==> src/rtl/rv_iret_trace_buf_pkg.sv <==
// Shared types and helpers for the instruction-retirement trace buffer.
package rv_iret_trace_pkg;

  localparam int DROP_CNT_W = 16;

  typedef struct packed {
    logic [31:0] addr;
    logic [31:0] insn;
    logic [31:0] ires;
    logic [31:0] fres;
    logic [31:0] seq;
  } trace_entry_t;

  function automatic logic [3:0] popcount(input logic [7:0] v);
    logic [3:0] c;
    c = '0;
    for (int unsigned i = 0; i < 8; i++) c = c + {3'b000, v[i]};
    return c;
  endfunction

endpackage

==> src/rtl/rv_iret_trace_buf_if.sv <==
// Retire-side inputs and sink-side valid/ready outputs of the trace buffer.
// drop_cnt is present only when RV_IRET_TRACE_DROP_CNT_EN is defined.
interface rv_iret_trace_buf_if #(
  parameter int XLEN = 32,
  parameter int FLEN = 32,
  parameter int NRET = 2,
  parameter int SEQW = 32
);
  logic                 flush;
  logic [NRET-1:0]      in_iret;
  logic [NRET*XLEN-1:0] in_addr;
  logic [NRET*32-1:0]   in_insn;
  logic [NRET*XLEN-1:0] in_ires;
  logic [NRET*FLEN-1:0] in_fres;
  logic                 out_valid;
  logic                 out_ready;
  logic [XLEN-1:0]      out_addr;
  logic [31:0]          out_insn;
  logic [XLEN-1:0]      out_ires;
  logic [FLEN-1:0]      out_fres;
  logic [SEQW-1:0]      out_seq;
  logic                 full;
  logic                 ovf;
`ifdef RV_IRET_TRACE_DROP_CNT_EN
  logic [rv_iret_trace_pkg::DROP_CNT_W-1:0] drop_cnt;

  modport master (output flush, in_iret, in_addr, in_insn, in_ires, in_fres, out_ready,
                  input out_valid, out_addr, out_insn, out_ires, out_fres, out_seq, full, ovf,
                  drop_cnt);
  modport slave  (input flush, in_iret, in_addr, in_insn, in_ires, in_fres, out_ready,
                  output out_valid, out_addr, out_insn, out_ires, out_fres, out_seq, full, ovf,
                  drop_cnt);
`else
  modport master (output flush, in_iret, in_addr, in_insn, in_ires, in_fres, out_ready,
                  input out_valid, out_addr, out_insn, out_ires, out_fres, out_seq, full, ovf);
  modport slave  (input flush, in_iret, in_addr, in_insn, in_ires, in_fres, out_ready,
                  output out_valid, out_addr, out_insn, out_ires, out_fres, out_seq, full, ovf);
`endif
endinterface

==> src/rtl/rv_iret_trace_buf_compact.sv <==
// Maps each retire channel to its slot offset among the valid records of the group.
module rv_iret_trace_compact
  import rv_iret_trace_pkg::*;
#(
  parameter int NRET = 2
) (
  input  logic [NRET-1:0]      iret,
  output logic [NRET-1:0][3:0] offs,
  output logic [3:0]           npush
);

  always_comb begin
    logic [3:0] acc;
    acc = '0;
    offs = '0;
    for (int unsigned i = 0; i < NRET; i++) begin
      offs[i] = acc;
      acc = acc + {3'b000, iret[i]};
    end
    npush = popcount(8'(iret));
  end

endmodule

==> src/rtl/rv_iret_trace_buf.sv <==
// Multi-channel retirement trace FIFO: compacts, sequence-tags and drains one record per cycle.
// Optional RV_IRET_TRACE_DROP_CNT_EN adds a saturating dropped-record counter (drop_cnt).
module rv_iret_trace_buf
  import rv_iret_trace_pkg::*;
#(
  parameter int XLEN  = 32,
  parameter int FLEN  = 32,
  parameter int NRET  = 2,
  parameter int DEPTH = 16,
  parameter int SEQW  = 32
) (
  input logic               clk,
  input logic               rst,
  rv_iret_trace_buf_if.slave bus
);

  localparam int AW = $clog2(DEPTH);
  localparam int CW = AW + 1;

  logic [CW-1:0]   count_q, count_d;
  logic [AW-1:0]   wr_ptr_q, wr_ptr_d, rd_ptr_q, rd_ptr_d;
  logic [SEQW-1:0] seq_q, seq_d;
  logic            ovf_q, ovf_d;

  logic [XLEN-1:0] mem_addr [DEPTH];
  logic [31:0]     mem_insn [DEPTH];
  logic [XLEN-1:0] mem_ires [DEPTH];
  logic [FLEN-1:0] mem_fres [DEPTH];
  logic [SEQW-1:0] mem_seq  [DEPTH];

  logic [NRET-1:0][3:0]    offs;
  logic [3:0]              npush;
  logic [NRET-1:0][AW-1:0] wr_idx;
  logic                    pop, accept;
  logic [CW:0]             free;

  rv_iret_trace_compact #(.NRET(NRET)) u_compact (
    .iret  (bus.in_iret),
    .offs  (offs),
    .npush (npush)
  );

  assign pop    = (count_q != '0) & bus.out_ready;
  // free counts the slot released by a same-cycle pop, so a full FIFO can still take a group
  assign free   = (CW+1)'(DEPTH) - {1'b0, count_q} + (CW+1)'(pop);
  assign accept = 32'(npush) <= 32'(free);

`ifdef RV_IRET_TRACE_DROP_CNT_EN
  logic [DROP_CNT_W-1:0] drop_cnt_q, drop_cnt_d;
  logic [DROP_CNT_W:0]   drop_sum;
  assign drop_sum = {1'b0, drop_cnt_q} + (DROP_CNT_W+1)'(npush);
  assign bus.drop_cnt = drop_cnt_q;
`endif

  always_comb begin
    count_d  = count_q;
    wr_ptr_d = wr_ptr_q;
    rd_ptr_d = rd_ptr_q;
    seq_d    = seq_q + SEQW'(npush);
    ovf_d    = ovf_q;
`ifdef RV_IRET_TRACE_DROP_CNT_EN
    drop_cnt_d = drop_cnt_q;
`endif
    if (bus.flush) begin
      count_d  = '0;
      wr_ptr_d = '0;
      rd_ptr_d = '0;
      ovf_d    = 1'b0;
`ifdef RV_IRET_TRACE_DROP_CNT_EN
      drop_cnt_d = '0;
`endif
    end else begin
      if (pop) rd_ptr_d = rd_ptr_q + 1'b1;
      if (accept) begin
        wr_ptr_d = wr_ptr_q + AW'(npush);
        count_d  = count_q + CW'(npush) - CW'(pop);
      end else begin
        count_d = count_q - CW'(pop);
        ovf_d   = 1'b1;
`ifdef RV_IRET_TRACE_DROP_CNT_EN
        drop_cnt_d = drop_sum[DROP_CNT_W] ? '1 : drop_sum[DROP_CNT_W-1:0];
`endif
      end
    end
  end

  always_comb begin
    wr_idx = '0;
    for (int unsigned i = 0; i < NRET; i++) wr_idx[i] = wr_ptr_q + AW'(offs[i]);
  end

  always_ff @(posedge clk or posedge rst) begin
    if (rst) begin
      count_q  <= '0;
      wr_ptr_q <= '0;
      rd_ptr_q <= '0;
      seq_q    <= '0;
      ovf_q    <= 1'b0;
`ifdef RV_IRET_TRACE_DROP_CNT_EN
      drop_cnt_q <= '0;
`endif
    end else begin
      count_q  <= count_d;
      wr_ptr_q <= wr_ptr_d;
      rd_ptr_q <= rd_ptr_d;
      seq_q    <= seq_d;
      ovf_q    <= ovf_d;
`ifdef RV_IRET_TRACE_DROP_CNT_EN
      drop_cnt_q <= drop_cnt_d;
`endif
    end
  end

  always_ff @(posedge clk) begin
    if (!bus.flush && accept) begin
      for (int unsigned i = 0; i < NRET; i++) begin
        if (bus.in_iret[i]) begin
          mem_addr[wr_idx[i]] <= bus.in_addr[i*XLEN +: XLEN];
          mem_insn[wr_idx[i]] <= bus.in_insn[i*32 +: 32];
          mem_ires[wr_idx[i]] <= bus.in_ires[i*XLEN +: XLEN];
          mem_fres[wr_idx[i]] <= bus.in_fres[i*FLEN +: FLEN];
          mem_seq[wr_idx[i]]  <= seq_q + SEQW'(offs[i]);
        end
      end
    end
  end

  assign bus.out_valid = count_q != '0;
  assign bus.full      = count_q == CW'(DEPTH);
  assign bus.ovf       = ovf_q;
  assign bus.out_addr  = mem_addr[rd_ptr_q];
  assign bus.out_insn  = mem_insn[rd_ptr_q];
  assign bus.out_ires  = mem_ires[rd_ptr_q];
  assign bus.out_fres  = mem_fres[rd_ptr_q];
  assign bus.out_seq   = mem_seq[rd_ptr_q];

endmodule

==> src/flat_wrapper.sv <==
// flat-port wrapper written by rule: the top's interface ports become plain ports
module rv_iret_trace_buf_flat import rv_iret_trace_pkg::*;
#(
  parameter int XLEN  = 32,
  parameter int FLEN  = 32,
  parameter int NRET  = 2,
  parameter int DEPTH = 16,
  parameter int SEQW  = 32
)
  (clk, rst, bus_flush, bus_in_iret, bus_in_addr, bus_in_insn, bus_in_ires, bus_in_fres, bus_out_ready, bus_out_valid, bus_out_addr, bus_out_insn, bus_out_ires, bus_out_fres, bus_out_seq, bus_full, bus_ovf);
  rv_iret_trace_buf_if #(.XLEN(XLEN), .FLEN(FLEN), .NRET(NRET), .SEQW(SEQW)) bus_i ();
  input logic clk;
  input logic rst;
  input wire logic [$bits(bus_i.flush)-1:0] bus_flush;
  input wire logic [$bits(bus_i.in_iret)-1:0] bus_in_iret;
  input wire logic [$bits(bus_i.in_addr)-1:0] bus_in_addr;
  input wire logic [$bits(bus_i.in_insn)-1:0] bus_in_insn;
  input wire logic [$bits(bus_i.in_ires)-1:0] bus_in_ires;
  input wire logic [$bits(bus_i.in_fres)-1:0] bus_in_fres;
  input wire logic [$bits(bus_i.out_ready)-1:0] bus_out_ready;
  output wire logic [$bits(bus_i.out_valid)-1:0] bus_out_valid;
  output wire logic [$bits(bus_i.out_addr)-1:0] bus_out_addr;
  output wire logic [$bits(bus_i.out_insn)-1:0] bus_out_insn;
  output wire logic [$bits(bus_i.out_ires)-1:0] bus_out_ires;
  output wire logic [$bits(bus_i.out_fres)-1:0] bus_out_fres;
  output wire logic [$bits(bus_i.out_seq)-1:0] bus_out_seq;
  output wire logic [$bits(bus_i.full)-1:0] bus_full;
  output wire logic [$bits(bus_i.ovf)-1:0] bus_ovf;
  assign bus_i.flush = bus_flush;
  assign bus_i.in_iret = bus_in_iret;
  assign bus_i.in_addr = bus_in_addr;
  assign bus_i.in_insn = bus_in_insn;
  assign bus_i.in_ires = bus_in_ires;
  assign bus_i.in_fres = bus_in_fres;
  assign bus_i.out_ready = bus_out_ready;
  assign bus_out_valid = bus_i.out_valid;
  assign bus_out_addr = bus_i.out_addr;
  assign bus_out_insn = bus_i.out_insn;
  assign bus_out_ires = bus_i.out_ires;
  assign bus_out_fres = bus_i.out_fres;
  assign bus_out_seq = bus_i.out_seq;
  assign bus_full = bus_i.full;
  assign bus_ovf = bus_i.ovf;
  rv_iret_trace_buf #(.XLEN(XLEN), .FLEN(FLEN), .NRET(NRET), .DEPTH(DEPTH), .SEQW(SEQW)) u_core (.clk(clk), .rst(rst), .bus(bus_i));
endmodule
==> config.mk <==
export PLATFORM = sky130hd
export DESIGN_NAME = rv_iret_trace_buf_flat
export DESIGN_NICKNAME = d
export VERILOG_FILES = /design/src/rtl/rv_iret_trace_buf_pkg.sv /design/src/rtl/rv_iret_trace_buf_if.sv /design/src/rtl/rv_iret_trace_buf_compact.sv /design/src/rtl/rv_iret_trace_buf.sv /design/src/flat_wrapper.sv
export SDC_FILE = /design/constraint.sdc
export NUM_CORES = 2
export LEC_CHECK = 0
export ABC_CLOCK_PERIOD_IN_PS = 35000
export CORE_AREA = 2 2 872 614
export CTS_BUF_LIST = sky130_fd_sc_hd__clkbuf_8
export CTS_CLUSTER_DIAMETER = 200
export DETAILED_ROUTE_END_ITERATION = 10
export DIE_AREA = 0 0 874 616
export DONT_BUFFER_PORTS = 1
export PLACE_DENSITY = 0.47
export SKIP_LAST_GASP = 1
export SLEW_MARGIN = 20
export SYNTH_ARGS = -nofsm -noshare
export SYNTH_HDL_FRONTEND = slang
export SYNTH_SLANG_ARGS = --single-unit
export TNS_END_PERCENT = 50
==> constraint.sdc <==
create_clock -name clk -period 35 [get_ports clk]
set_input_delay 3.5 -clock clk [delete_from_list [all_inputs] [get_ports clk]]
set_output_delay 3.5 -clock clk [all_outputs]
set_load 0.05 [all_outputs]
======== Word level (Yosys, flattened, before mapping) ========
Memory sizes are Yosys's and may differ from the RTL's.
Cells that the tools add are included.
W data, S select, Z words.
word-level totals
  flip-flop bits (word level) ............. 46
  bits in writable memories ............... 2560
  input port bits ......................... 262
  output and inout bits ................... 163
  logic and storage cells ................. 44
  memories kept ........................... 5
memory list
  memory           depth  bits a word  read ports  clocked after memory_dff  wr ports  RTL line                 text
  u_core.mem_addr  16     32           1           0                         2         rv_iret_trace_buf.sv:25  logic [XLEN-1:0] mem_addr [DEPTH];
  u_core.mem_fres  16     32           1           0                         2         rv_iret_trace_buf.sv:28  logic [FLEN-1:0] mem_fres [DEPTH];
  u_core.mem_insn  16     32           1           0                         2         rv_iret_trace_buf.sv:26  logic [31:0] mem_insn [DEPTH];
  u_core.mem_ires  16     32           1           0                         2         rv_iret_trace_buf.sv:27  logic [XLEN-1:0] mem_ires [DEPTH];
  u_core.mem_seq   16     32           1           0                         2         rv_iret_trace_buf.sv:29  logic [SEQW-1:0] mem_seq [DEPTH];
operators by class
  $add $sub $neg .......................... 11
  $lt $le $gt $ge ......................... 1
  eq/ne operators ......................... 2
  multiplexer cells ....................... 14
  bitwise operators ....................... 1
  reduce and logical (&&, ||, !) cells .... 5
operators by type and width
  operator               count
  $add A32 B1 Y32        1
  $add A32 B2 Y32        1
  $mux W4                4
  $mux W5                2
  $sub A5 B1 Y5          2
  $mux W1                8
  $add A6 B1 Y6          1
  $le A2 B6 Y1           1
  $sub A5 B5 Y6 const A  1
  $add A5 B2 Y5          1
  $eq A5 B5 Y1 const B   1
  $reduce_bool A5 Y1     1
  $add A4 B1 Y4          1
  $add A4 B1 Y4 const B  1
  $add A4 B2 Y4          1
  $reduce_bool A2 Y1     2
  $add A1 B1 Y2          1
  $ne A2 B2 Y1 const B   1
  $and A1 B1 Y1          1
  $logic_and A1 B1 Y1    1
  $logic_not A1 Y1       1

======== Longest topological paths before layout ========
  depth after elaboration ................. 7
  depth in mapped cells ................... 19
  mapped depth without buffers ............ 15

======== Hierarchy ========
From an unflattened synthesis, not the netlist that was laid out.
second synthesis, totals
  cells, all modules ...................... 7249
  area total of the unflattened synthesis .. 131103.2 um2
modules (own cells, without submodules)
  module                 times used  cells each  area each (um2)  seq. area each (um2)
  rv_iret_trace_buf      1           7237        131011.9         78024.8
  rv_iret_trace_compact  1           12          91.3             0.0

======== Worst setup path before layout ========
Ideal clock, no wire load.
  path kind ............................... in2reg
  start ................................... input bus_out_ready
  end ..................................... memory u_core.mem_addr[11][0], enable pin
  library setup time ...................... 0.734 ns
  arrival time ............................ 13.352 ns
  data required time ...................... 34.266 ns
  path slack .............................. 20.914 ns
  stages on the path ...................... 14
  buffers on the path ..................... 4
  cell sequence ........................... nand2_1 ha_1 inv_1 ha_1 inv_1 ha_1 nor2b_1 o221ai_2 a21oi_1 clkbuf_1 buf_2 buf_2 buf_2 a21oi_1
RTL lines
  item                RTL line                 text
  start: declaration  flat_wrapper.sv:20       input wire logic [$bits(bus_i.out_ready)-1:0] bus_out_ready;
  end: declaration    rv_iret_trace_buf.sv:25

======== Final worst setup path ========
  start ................................... register u_core.rd_ptr_q[0]
  end ..................................... output bus_out_insn[20]
on the way
  longest elaborated chain between the ends .. 1
RTL lines
  item                      RTL line                  text
  start: declaration        rv_iret_trace_buf.sv:21   logic [AW-1:0] wr_ptr_q, wr_ptr_d, rd_ptr_q, rd_ptr_d;
  start signal: assignment  rv_iret_trace_buf.sv:105  rd_ptr_q <= rd_ptr_d;
  $mem_v2 Z16 W32           n/a
  end: declaration          flat_wrapper.sv:23        output wire logic [$bits(bus_i.out_insn)-1:0] bus_out_insn;
No other way between the ends.

==> metrics <==
DR pass1 iterations=6; Adder-Cell Fraction of Synth Area=less than 1%; RSZ-0062 raised after global routing=no; Syn Std Cell Area=between 0.1 and 0.15 mm²; Power Density=between 50 and 60 mW/mm²; final net count=7,824; CTS resizes=0; initial DRC count=between 7,000 and 8,000; # DRC=0; final core occ=27.84%; pre-CTS WS=about 25 ns; most frequent cells in the layout=edfxtp_1, mux2_2, mux4_2, clkbuf_8, xor2_1; multiplexer share of the synthesized area=around a third; Pint=a little under 0.006 W; num rows=~220; Sink Count=2,606; Sw Pwr=between 0.002 and 0.003 W; count of buffers from port buffering=0; slowest cell on the critical path=dfrtp_4; outcome=finished clean; relative slew slack=around 21%; Post-synth EDFFs=~2,600; Ports=roughly 430; sequential share of power=43.2%; Worst Tran Pin Value=approximately 1.2 ns; Ys Warns=0; peak supply drop=around 44 µV; Final Setup Violations=0; placed wire-length estimate=approximately 250 mm; skew final=0.1467 ns; R2R Setup Slk=27.37 ns; Tcrit/Tclk final=between 30% and 40%; share of layout cells above drive strength 1=between 40% and 50%; post-synthesis sequential area ratio=approximately 59%; family with the most delay on the worst path=buffers and inverters; crit end category=output pin; crit path launch type=flip-flop; post-synthesis instance total=7,729; vias=around 74,000; required time worst endpoint=about 32 ns; largest family of logic cells by synthesized area=multiplexers; Cell Chain, Critical Path=buf_4 -> buf_4 -> buf_4 -> buf_4 -> buf_4 -> mux4_2 -> mux4_2; htree depth=5; post-synthesis register bit count=2,606; Die Area=~0.54 mm²; Post-CTS Setup Inserts=0; Inserted Clock Buffers=approximately 430; hold_ws=between 0.5 and 0.6 ns; largest net degree at the start of global routing=94; syn_nets=around 8,000; total track usage=between 15 and 20%; CTS Hold Bufs=0; critical path class=reg2out; global-route wire length before repair=649.3 mm; post-synthesis xor/xnor area fraction=under 10%; Pins Over Slew Limit=0; Root Driver=clkbuf_8; Leak=between 40 and 50 nW; synthesis-to-finish area growth=11.67%; Final Hold Vio Count=0; crit-path max FO=39; later-pin clock latency in the skew report=~1.2 ns; fraction of registers with async set/reset=approximately 1.8%; Core Box Area=between 0.5 and 0.6 mm²; crit path buf inv count=5; vias in the first global route=78,189; syn_area_per_cell=roughly 17 µm²; total power=around 0.0087 W; Via density=about 5.0; Max Cap Violations=0; Top cell by count, worst path=buf_4; final WL=473.4 mm; min Tclk post-route=10.94 ns; maximum clock insertion buffer count=4; switch share=between 30% and 40%; clock network power share=between 20% and 30%; GPL Wtd Cong=around 0.75; critical path arrival=7.44 ns; Final WS setup=between 20 and 25 ns; Die Ht=slightly above 600 µm; Initial Utilization=24.93%; setup TNS=0 ns; Cell variety after synth=between 50 and 60; wire per inst=around 32 µm; post-route antenna net violation count=0; Comb pwr share=approximately 27%; Die Span X=roughly 870 µm; leading cell type in the layout, fill and taps excluded=edfxtp_1; initial antenna violation count=16; Max Clk Rate=around 0.091 GHz; slowest stage delay, CP=approximately 0.87 ns; Clock transition at path regs=approximately 0.070 ns; Fillers=between 50,000 and 60,000; worst min path class=reg2reg; Main synth FF type=edfxtp_1; CTS tree=yes; simple-gate share of the synthesized area=2.719%; total gr overflow=0; Synth Area in Compound Gates=less than 1%
-- synthesized netlist by cell type, types with 8 or more instances --
cell type     n  area, µm²
edfxtp_1   2560      76870
mux2_2     1931      21740
mux4_2      800      18020
clkbuf_1    477       1790
xor2_1      387       3390
buf_2       269       1346
nor2_1      215      807.0
nor3_1      205       1026
mux2_1      150       1689
nand2_1     110      412.9
nand3_1     104      520.5
xnor2_1     104      910.9
o21ai_0      67      335.3
buf_1        61      229.0
dfrtp_1      46       1151
nor4_1       41      256.5
a21oi_1      26      130.1
ha_1         25      312.8
inv_1        23      86.33
buf_4        21      157.7
nand4_1      20      125.1
nand2_2       9      56.30
nor2b_1       8      50.05
-- worst paths after layout --
kind	startpoint	endpoint	cells past startpoint
min	u_core.seq_q[21]	u_core.seq_q[21]	1
max reg2reg	u_core.count_q[3]	u_core.mem_insn[5][11]	17
min in group asynchronous	rst	u_core.seq_q[1]	2
max in group asynchronous	rst	u_core.rd_ptr_q[2]	2
min reg2reg	u_core.seq_q[21]	u_core.seq_q[21]	1
max	u_core.rd_ptr_q[0]	bus_out_insn[20]	7
-- per-stage QoR --
stage          area, µm²  std cells
3_3_place_gp      139400      14101
5_1_grt           147500      14894
3_5_place_dp      139400      14102
6_report          147500      14900
4_1_cts           147400      14890
2_1_floorplan     132100       7729
-- layer usage --
layer | GRT usage (%) | up-vias | part of all wire, %
li1 | - | 30330 | -
met1 | 22.66 | 40442 | 43
met2 | 28.18 | 2699 | 48
met3 | 3.992 | 639 | 7.5
met4 | 3.582 | 0 | 2.1
met5 | 0 | - | 0
-- state kept, by name, summed over array words and instances (netlist names) --
signal / cells
u_core.mem_addr: 512
u_core.mem_fres: 512
u_core.mem_insn: 512
u_core.mem_ires: 512
u_core.mem_seq: 512
u_core.seq_q: 32
u_core.count_q: 5
u_core.rd_ptr_q: 4
u_core.wr_ptr_q: 4
u_core.bus.ovf: 1
-- final cells by class --
type,count,area [µm²],share of cell area (%)
diodes,7,17.52,0.01188
clock buffers,442,6083,4.125
clock inverters,346,1841,1.248
inverters,25,93.84,0.06363
multi-input cells,4267,50860,34.49
flip-flops and latches,2606,78040,52.92
well taps,7006,8766,5.944
repair buffers,201,1764,1.196
-- power groups by stage --
stage | Clock (W) | Combinational [W] | Sequential, W
6_report | 0.00261 | 0.00236 | 0.00378
5_1_grt | 0.00281 | 0.00248 | 0.00379
4_1_cts | 0.00269 | 0.00241 | 0.00378
3_5_place_dp | 0 | 0.00241 | 0.00384
3_3_place_gp | 0 | 0.00239 | 0.00383
2_1_floorplan | 0 | 0.00174 | 0.00384
-- cells by family after synthesis --
family | Yosys count
mux | 2881
flops | 2606
buf+inv | 856
simple gates | 752
xor+xnor | 492
compound gates | 114
fa+ha+maj | 28
No activity file was read; power rests on OpenSTA's default activity.
